<file path="src/rtl/load_store_writeback.sv">
// load_store_writeback: execute-stage back end. ALU-class results are written
// back one cycle after START. Loads and stores run a request/grant/response
// exchange with data memory, with byte-lane masking and sign/zero extension.
// Optional feature macro: LSU_TIMEOUT_EN. When it is defined, a load that has
// been granted but sees no MEM_RVALID within TIMEOUT_CYCLES WAIT_R cycles is
// aborted with ERR.
//
// Memory handshake: MEM_REQ is the valid and MEM_GNT is the ready. The request
// fields (MEM_WE, MEM_ADDR, MEM_BE, MEM_WDATA) stay stable while MEM_REQ=1. The
// request transfers on the first rising edge with MEM_REQ && MEM_GNT, and
// MEM_REQ drops in the next cycle. For loads, exactly one MEM_RVALID beat is
// then accepted, and only while the FSM is in WAIT_R.
module load_store_writeback #(
   parameter int TIMEOUT_CYCLES = 16
) (
   input  logic        clk,
   input  logic        reset,
   input  logic        START,
   input  logic [6:0]  OPCODE,
   input  logic [2:0]  FUNCT3,
   input  logic [4:0]  RD,
   input  logic [31:0] ALU_RESULT,
   input  logic [31:0] RS2_DATA,
   output logic        MEM_REQ,
   output logic        MEM_WE,
   output logic [31:0] MEM_ADDR,
   output logic [31:0] MEM_WDATA,
   output logic [3:0]  MEM_BE,
   input  logic        MEM_GNT,
   input  logic        MEM_RVALID,
   input  logic [31:0] MEM_RDATA,
   output logic        WB_EN,
   output logic [4:0]  WB_RD,
   output logic [31:0] WB_DATA,
   output logic        DONE,
   output logic        ERR,
   output logic        BUSY,
   output logic [2:0]  state_dbg
);

   typedef enum logic [2:0] {
      S_IDLE   = 3'd0,
      S_ALU_WB = 3'd1,
      S_REQ    = 3'd2,
      S_WAIT_R = 3'd3,
      S_LD_WB  = 3'd4,
      S_FIN    = 3'd5
   } state_t;

   state_t      state;
   logic [2:0]  f3_q;
   logic [4:0]  rd_q;
   logic [1:0]  lane_q;

   logic        is_alu, is_load, is_store;
   logic        f3_ok, aligned, ls_ok;
   logic [3:0]  be_in;
   logic [31:0] wdata_in;

`ifdef LSU_TIMEOUT_EN
   localparam int CW = $clog2(TIMEOUT_CYCLES + 1);
   logic [CW-1:0] to_cnt;
`endif

   // Pick the lane out of a read word and extend it according to funct3.
   function automatic logic [31:0] extract(input logic [2:0] f3,
                                           input logic [1:0] lane,
                                           input logic [31:0] w);
      logic [31:0] sh;
      logic [7:0]  b;
      logic [15:0] h;
      sh = w >> {lane, 3'b000};
      b  = sh[7:0];
      h  = lane[1] ? w[31:16] : w[15:0];
      case (f3)
         3'b000:  extract = {{24{b[7]}}, b};
         3'b001:  extract = {{16{h[15]}}, h};
         3'b100:  extract = {24'b0, b};
         3'b101:  extract = {16'b0, h};
         default: extract = w;
      endcase
   endfunction

   // Decode the op presented with START: its class, legality, lane mask and store data.
   always_comb begin
      is_alu   = (OPCODE == 7'b0010011) || (OPCODE == 7'b0110011) ||
                 (OPCODE == 7'b0110111) || (OPCODE == 7'b0010111);
      is_load  = (OPCODE == 7'b0000011);
      is_store = (OPCODE == 7'b0100011);
      f3_ok    = is_load ? (FUNCT3 inside {3'b000, 3'b001, 3'b010, 3'b100, 3'b101})
                         : (FUNCT3 inside {3'b000, 3'b001, 3'b010});
      aligned  = 1'b1;
      if (FUNCT3[1:0] == 2'b01) aligned = ~ALU_RESULT[0];
      if (FUNCT3[1:0] == 2'b10) aligned = (ALU_RESULT[1:0] == 2'b00);
      ls_ok    = f3_ok && aligned;
      case (FUNCT3[1:0])
         2'b00: begin
            be_in    = 4'b0001 << ALU_RESULT[1:0];
            wdata_in = {4{RS2_DATA[7:0]}};
         end
         2'b01: begin
            be_in    = 4'b0011 << ALU_RESULT[1:0];
            wdata_in = {2{RS2_DATA[15:0]}};
         end
         default: begin
            be_in    = 4'b1111;
            wdata_in = RS2_DATA;
         end
      endcase
   end

   // Control FSM. All outputs are registered, and WB_EN/DONE/ERR are single-cycle pulses.
   always_ff @(posedge clk) begin
      if (reset) begin
         state     <= S_IDLE;
         MEM_REQ   <= 1'b0;
         MEM_WE    <= 1'b0;
         MEM_ADDR  <= '0;
         MEM_WDATA <= '0;
         MEM_BE    <= '0;
         WB_EN     <= 1'b0;
         WB_RD     <= '0;
         WB_DATA   <= '0;
         DONE      <= 1'b0;
         ERR       <= 1'b0;
         f3_q      <= '0;
         rd_q      <= '0;
         lane_q    <= '0;
`ifdef LSU_TIMEOUT_EN
         to_cnt    <= '0;
`endif
      end else begin
         WB_EN <= 1'b0;
         DONE  <= 1'b0;
         ERR   <= 1'b0;
         case (state)
            S_IDLE: begin
               if (START && (is_alu || is_load || is_store)) begin
                  f3_q   <= FUNCT3;
                  rd_q   <= RD;
                  lane_q <= ALU_RESULT[1:0];
                  if (is_alu) begin
                     state   <= S_ALU_WB;
                     WB_EN   <= (RD != 5'd0);
                     WB_RD   <= RD;
                     WB_DATA <= ALU_RESULT;
                     DONE    <= 1'b1;
                  end else if (!ls_ok) begin
                     state <= S_FIN;
                     ERR   <= 1'b1;
                     DONE  <= 1'b1;
                  end else begin
                     state     <= S_REQ;
                     MEM_REQ   <= 1'b1;
                     MEM_WE    <= is_store;
                     MEM_ADDR  <= {ALU_RESULT[31:2], 2'b00};
                     MEM_BE    <= be_in;
                     MEM_WDATA <= wdata_in;
                  end
               end
            end
            S_REQ: begin
               if (MEM_GNT) begin
                  MEM_REQ <= 1'b0;
`ifdef LSU_TIMEOUT_EN
                  to_cnt  <= '0;
`endif
                  if (MEM_WE) begin
                     state <= S_FIN;
                     DONE  <= 1'b1;
                  end else begin
                     state <= S_WAIT_R;
                  end
               end
            end
            S_WAIT_R: begin
               if (MEM_RVALID) begin
                  state   <= S_LD_WB;
                  WB_EN   <= (rd_q != 5'd0);
                  WB_RD   <= rd_q;
                  WB_DATA <= extract(f3_q, lane_q, MEM_RDATA);
                  DONE    <= 1'b1;
               end
`ifdef LSU_TIMEOUT_EN
               else if (to_cnt == CW'(TIMEOUT_CYCLES - 1)) begin
                  state <= S_FIN;
                  ERR   <= 1'b1;
                  DONE  <= 1'b1;
               end else begin
                  to_cnt <= to_cnt + 1'b1;
               end
`endif
            end
            S_ALU_WB, S_LD_WB, S_FIN: state <= S_IDLE;
            default: state <= S_IDLE;
         endcase
      end
   end

   assign BUSY      = (state != S_IDLE);
   assign state_dbg = state;

endmodule

</file>
<file path="config.mk">
export PLATFORM = sky130hd
export DESIGN_NAME = load_store_writeback
export DESIGN_NICKNAME = d
export VERILOG_FILES = /design/src/rtl/load_store_writeback.sv
export SDC_FILE = /design/constraint.sdc
export NUM_CORES = 1
export LEC_CHECK = 0
export ABC_AREA = 1
export CORE_MARGIN = 10
export CORE_UTILIZATION = 58
export DETAILED_ROUTE_END_ITERATION = 6
export DONT_BUFFER_PORTS = 1
export GPL_ROUTABILITY_DRIVEN = 0
export PLACE_DENSITY = 0.83
export RECOVER_POWER = 25
export SYNTH_ARGS = -nofsm -noshare
export SYNTH_HDL_FRONTEND = slang
export SYNTH_SLANG_ARGS = --single-unit
export TNS_END_PERCENT = 5
</file>
<file path="constraint.sdc">
create_clock -name clk -period 2.1 [get_ports clk]
set_clock_uncertainty 0.05 [all_clocks]
set_input_delay 0.42 -clock clk [delete_from_list [all_inputs] [get_ports clk]]
set_output_delay 0.42 -clock clk [all_outputs]
set_load 0.005 [all_outputs]
</file>
# [Yosys cells after proc, flatten, opt, wreduce, memory -nomap -nowiden]
# Cells that the tools add are included.
[totals] ff_bits=121 in_bits=116 word_cells=107
[op_classes] eq_ne=23 shift=3 mux=38 bitwise_logic=4 reduce_logical=25
[ops] op="one-hot mux 32 bit (2 select lines)" n=2
[ops] op="one-hot mux 32 bit (4 select lines)" n=1
[ops] op="2-to-1 mux 32 bit" n=3
[ops] op=">> shifter 32 x 5 -> 8 bit" n=1
[ops] op="== test 7 x 6 -> 1 bit, second input constant" n=3
[ops] op="2-to-1 mux 3 bit" n=6
[ops] op="2-to-1 mux 1 bit" n=16
[ops] op="2-to-1 mux 16 bit" n=1
[ops] op="2-to-1 mux 5 bit" n=3
[ops] op="nonzero test 5 bit" n=3
[ops] op="== test 7 x 5 -> 1 bit, second input constant" n=2
[ops] op="== test 3 bit, second input constant" n=4
[ops] op="!= test 2 bit, second input constant" n=6
[ops] op="one-hot mux 5 bit (2 select lines)" n=1
[ops] op="== test 3 x 2 -> 1 bit, second input constant" n=3
[ops] op="zero test 3 bit" n=3
[ops] op="one-hot mux 3 bit (3 select lines)" n=1
[ops] op="one-hot mux 4 bit (2 select lines)" n=1
[ops] op="AND reduction 4 bit" n=2
[ops] op="== test 7 x 2 -> 1 bit, second input constant" n=1
[ops] op="== test 3 x 1 -> 1 bit, second input constant" n=2
[ops] op="nonzero test 3 bit" n=2
[ops] op="logical OR 1 bit" n=5
[ops] op="AND reduction 5 bit" n=1
[ops] op="other kinds (13)" n=20

# [Longest topological paths before layout]
[depth] word_depth=9 depth_mapped=12

# [Worst setup path before layout]
# OpenSTA, ideal clock, no wires.
[synth_path] kind="input -> register" start="input port OPCODE[1]" end="register WB_DATA[10]" setup_ps=111 arrival_time_ps=1468 required_ps=1939 slack_ps=471 stages=11 path_buffers=2 path_cell_list="nand2_1 nor2_2 nand2_1 nand2_1 nand2_1 nand2_2 nand3_2 buf_6 buf_6 nor2_1 nor2_1"
[synth_between] elab_chain_cells=9 elab_cells_between_ends=15 cone_classes="eq/ne (8); reduce/logical (7)"
[synth_rtl] item="start: declaration" line="19" source="input logic [6:0] OPCODE,"
[synth_rtl] item="== test 7 x 5 -> 1 bit or == test 7 x 6 -> 1 bit (tied branches)" line="86" source="is_alu = (OPCODE == 7'b0010011) || (OPCODE == 7'b0110011) ||"
[synth_rtl] item="logical OR 1 bit (2 in series)" line="86"
[synth_rtl] item="logical OR 1 bit" line="87" source="(OPCODE == 7'b0110111) || (OPCODE == 7'b0010111);"
[synth_rtl] item="logical OR 1 bit (2 in series)" line="138" source="if (START && (is_alu || is_load || is_store)) begin"
[synth_rtl] item="logical AND 1 bit" line="138"
[synth_rtl] item="!= test 2 bit (no source line)"
[synth_rtl] item="AND reduction 4 bit (no source line) (*)"
[synth_rtl] item="end signal: assignment" line="181" source="WB_DATA <= extract(f3_q, lane_q, MEM_RDATA);"
[synth_rtl] item="end: declaration" line="34" source="output logic [31:0] WB_DATA,"
# Every way passes the cells marked *; elsewhere a longest branch is shown, timed or not.
# A chain may end at the register's enable or synchronous reset.

# [Worst setup path after layout]
[layout_path] start="register state[0] (netlist: state_dbg[0])" end="register MEM_ADDR[14]"
[layout_between] elab_chain_cells=2
[layout_rtl] item="start: declaration" line="50" source="state_t state;"
[layout_rtl] item="start signal: assignment" line="115" source="state <= S_IDLE;"
[layout_rtl] item="start signal: assignment" line="143" source="state <= S_ALU_WB;"
[layout_rtl] item="start signal: assignment" line="149" source="state <= S_FIN;"
[layout_rtl] item="zero test 3 bit" line="136" source="case (state)"
[layout_rtl] item="AND reduction 4 bit (no source line)"
[layout_rtl] item="end signal: assignment" line="156" source="MEM_ADDR <= {ALU_RESULT[31:2], 2'b00};"
[layout_rtl] item="end: declaration" line="26" source="output logic [31:0] MEM_ADDR,"
# Every way passes these cells.

==> metrics <==
maximum fanout along the worst path=86; main combinational cell family by area after synthesis=simple AND/OR/NAND/NOR gates; CTS tree=yes; Arrival @ worst endpoint=2320 ps; reg-to-reg critical path endpoint=MEM_ADDR[14]$_SDFFE_PP0P_; # diodes=0; status=finished with violations; antenna violations before repair=0; DRC violations left=0; adder-cell share of the synthesized area=0%; period utilisation layout=91.5%; worst skew pair latency=520 ps; critical path capture point type=flop; DR vias=6277; vias in the first global route=5842; slew of the pin with the lowest slew margin=616 ps; worst endpoint required time=2500 ps; count of hold buffers inserted by post-cts repair=32; placed cells=1060; synthesized instance count=964; PwrDens=865 nW/µm²; CP Launch Type=flop; Synth Area per Inst=6.37 µm²; Non-Filler Instances=1124; Final Cell Area=7110 µm²; final wirelength=20.5 mm; post-synthesis xor/xnor area fraction=0%; Int Power=4.51 mW; P_leak=3.19 nW; cells on worst reg2reg path=9; number of flops mapped to enable cells by yosys=0; Combinational Power Share=13.0%; Max-Cap Viols=0; Die Wd=123 µm; cts repair resizes=0; crit path to=MEM_ADDR[14]$_SDFFE_PP0P_; largest net degree at the start of global routing=87; first-pass GRT wire length=31.1 mm; hpwl dp=14.2 mm; clock share of power=47.2%; Sw Ratio=26.6%; final worst slack=178 ps; Final Util=68.8%; Seq pwr share=39.8%; RSZ-0062 raised after global routing=false; routed len/inst=18.2 µm; CTS Buf Count=17; synthesized area=6140 µm²; Antenna Violating Nets Remaining=0; vias per std cell=5.58; initial drt markers=673; Area Growth Syn to Fin=15.7%; setup TNS=0 ps; Slew headroom=58.9%; Post-synth top flop=dfxtp_1; Post-CTS Setup Inserts=0; Die Ht=123 µm; Fillers=883; final hold slack=-8.62 ps; Overflow after GRT=0; Core Box Area=10300 µm²; layout cells sized above 1=8.50%; post-synthesis sequential area ratio=39.5%; Worst Setup SP=state_dbg[0]$_SDFFE_PP0P_; worst setup path class=reg -> reg; NetSw=1.64 mW; Setup Viol. Count Final=0; Pre-antenna DRT Iters=6; die area=15100 µm²; PortBufs=0; Initial Utilization=59.5%; # rows=37; root buffer cell=clkbuf_8; count leader, synth=nor2_1; Peak Freq=0.520 GHz; largest area contributor in the netlist=dfxtp_1; Async SR Flop Fraction=0%; placed inst area=6200 µm²; Reg-to-Reg Start=state_dbg[0]$_SDFFE_PP0P_; violated checks=negative hold slack; clk slew on worst S/H paths=60 ps; commonest cells in the netlist=nor2_1, nand2_1, dfxtp_1; post-synthesis compound-gate area fraction=16.3%; largest cells by area after synthesis=dfxtp_1, nor2_1, nand2_1, a21oi_1, o21ai_0; r2r setup slk=180 ps; Final Hold Viols=1; multiplexer area fraction after synthesis=0.326%; Top-Level Pins=230; Hold Crit Class=in -> reg; post-place setup slack=235 ps; GRT Total Usage=26.0%; Peak VDD IR=499 µV; #FFs+latches synth=121; nets@finish=1091; Synth cell types=28; Synth top area share=39.5%; yosys warns=0; maximum buffer depth of the clock tree=2; clock sinks=121; Slew Limit Fails=0; Post-Synth Simple-Gate Area=34.2%; Period minus WS final=1920 ps; H-tree levels=4
-- area by class of cell --
class | count | area [µm²] | share of cell area, %
sequential | 121 | 2420 | 34.1
clock inverter | 11 | 146 | 2.06
clock buffer | 21 | 439 | 6.18
multi-input combinational | 709 | 3120 | 44.0
inverter | 76 | 285 | 4.01
tap | 136 | 170 | 2.39
timing repair buffer | 50 | 518 | 7.29
-- cells by family (layout without fill, tap and decap cells) --
family                 count (synthesis)  in the layout
AOI/OAI and AO/OA                    191            191
buffers and inverters                135            158
DFF                                  121            121
muxes                                  2              2
other                                  1              2
and+or+nand+nor                      514            514
-- flip-flops by register name, indices dropped and copies added (netlist names) --
register / count
DONE: 1
ERR: 1
MEM_ADDR: 30
MEM_BE: 4
MEM_REQ: 1
MEM_WDATA: 32
MEM_WE: 1
WB_DATA: 32
WB_EN: 1
WB_RD: 5
f3_q: 3
lane_q: 2
rd_q: 5
state_dbg: 3
-- worst min path at each step --
| stage | from | endpoint | slack, ps | cells after the start |
|---|---|---|---|---|
| global placement | rd_q[4]$_SDFFE_PP0P_ | rd_q[4]$_SDFFE_PP0P_ | 410 | 2 |
| detailed placement | rd_q[4]$_SDFFE_PP0P_ | rd_q[4]$_SDFFE_PP0P_ | 410 | 2 |
| global route | ALU_RESULT[16] | MEM_ADDR[16]$_SDFFE_PP0P_ | 4 | 2 |
| floorplan | rd_q[4]$_SDFFE_PP0P_ | rd_q[4]$_SDFFE_PP0P_ | 390 | 2 |
| finish | ALU_RESULT[16] | MEM_ADDR[16]$_SDFFE_PP0P_ | -9 | 2 |
| CTS | ALU_RESULT[16] | MEM_ADDR[16]$_SDFFE_PP0P_ | 1 | 2 |
-- cells in the final DEF (no fill, tap or decap), types with 3 or more instances in the layout --
master and n:
nor2_1 229, nand2_1 214, dfxtp_1 121, a21oi_1 90, o21ai_0 76, inv_1 71, dlygate4sd3_1 32, nand3_1 27
or2_2 18, clkbuf_16 16, buf_4 13, a31oi_1 9, nand4_1 7, o21a_1 7, inv_2 5, nor3_1 5
buf_12 5, nand3_2 4, o21ai_1 4, nand2_2 4, nor2_4 3, nor2_2 3, clkinv_2 3, bufinv_16 3
clkbuf_1 3
-- critical path: stages, from the launching register on --
cell,delay (ps)
dfxtp_1,350
nor2_1,170
inv_2,70
nor2_4,90
buf_4,140
nand3_2,130
nor2_4,190
buf_12,320
o21ai_0,150
nor2_1,140
-- layer usage --
layer,vias to the layer above,part of all wire (%),GRT usage (%)
li1,3075,-,-
met1,2806,36,29.0
met2,352,48,42.4
met3,44,14,11.9
met4,0,2.3,10.2
met5,-,0,0
-- per-stage QoR --
stage               power [mW]  hold slack, ps
CTS                       6.14           0.979
finish                    6.14           -8.62
global route              6.38            3.62
global placement          3.20             414
detailed placement        3.22             412
floorplan                 3.05             389
-- power groups by stage --
stage | registers, mW | logic (mW) | clock network, mW
final | 2.45 | 0.798 | 2.90
after CTS | 2.45 | 0.784 | 2.91
after global placement | 2.49 | 0.707 | 0
after floorplan | 2.47 | 0.583 | 0
after detailed placement | 2.49 | 0.721 | 0
after global routing | 2.45 | 0.898 | 3.03
Note: power is estimated with default switching activity, not from simulation.
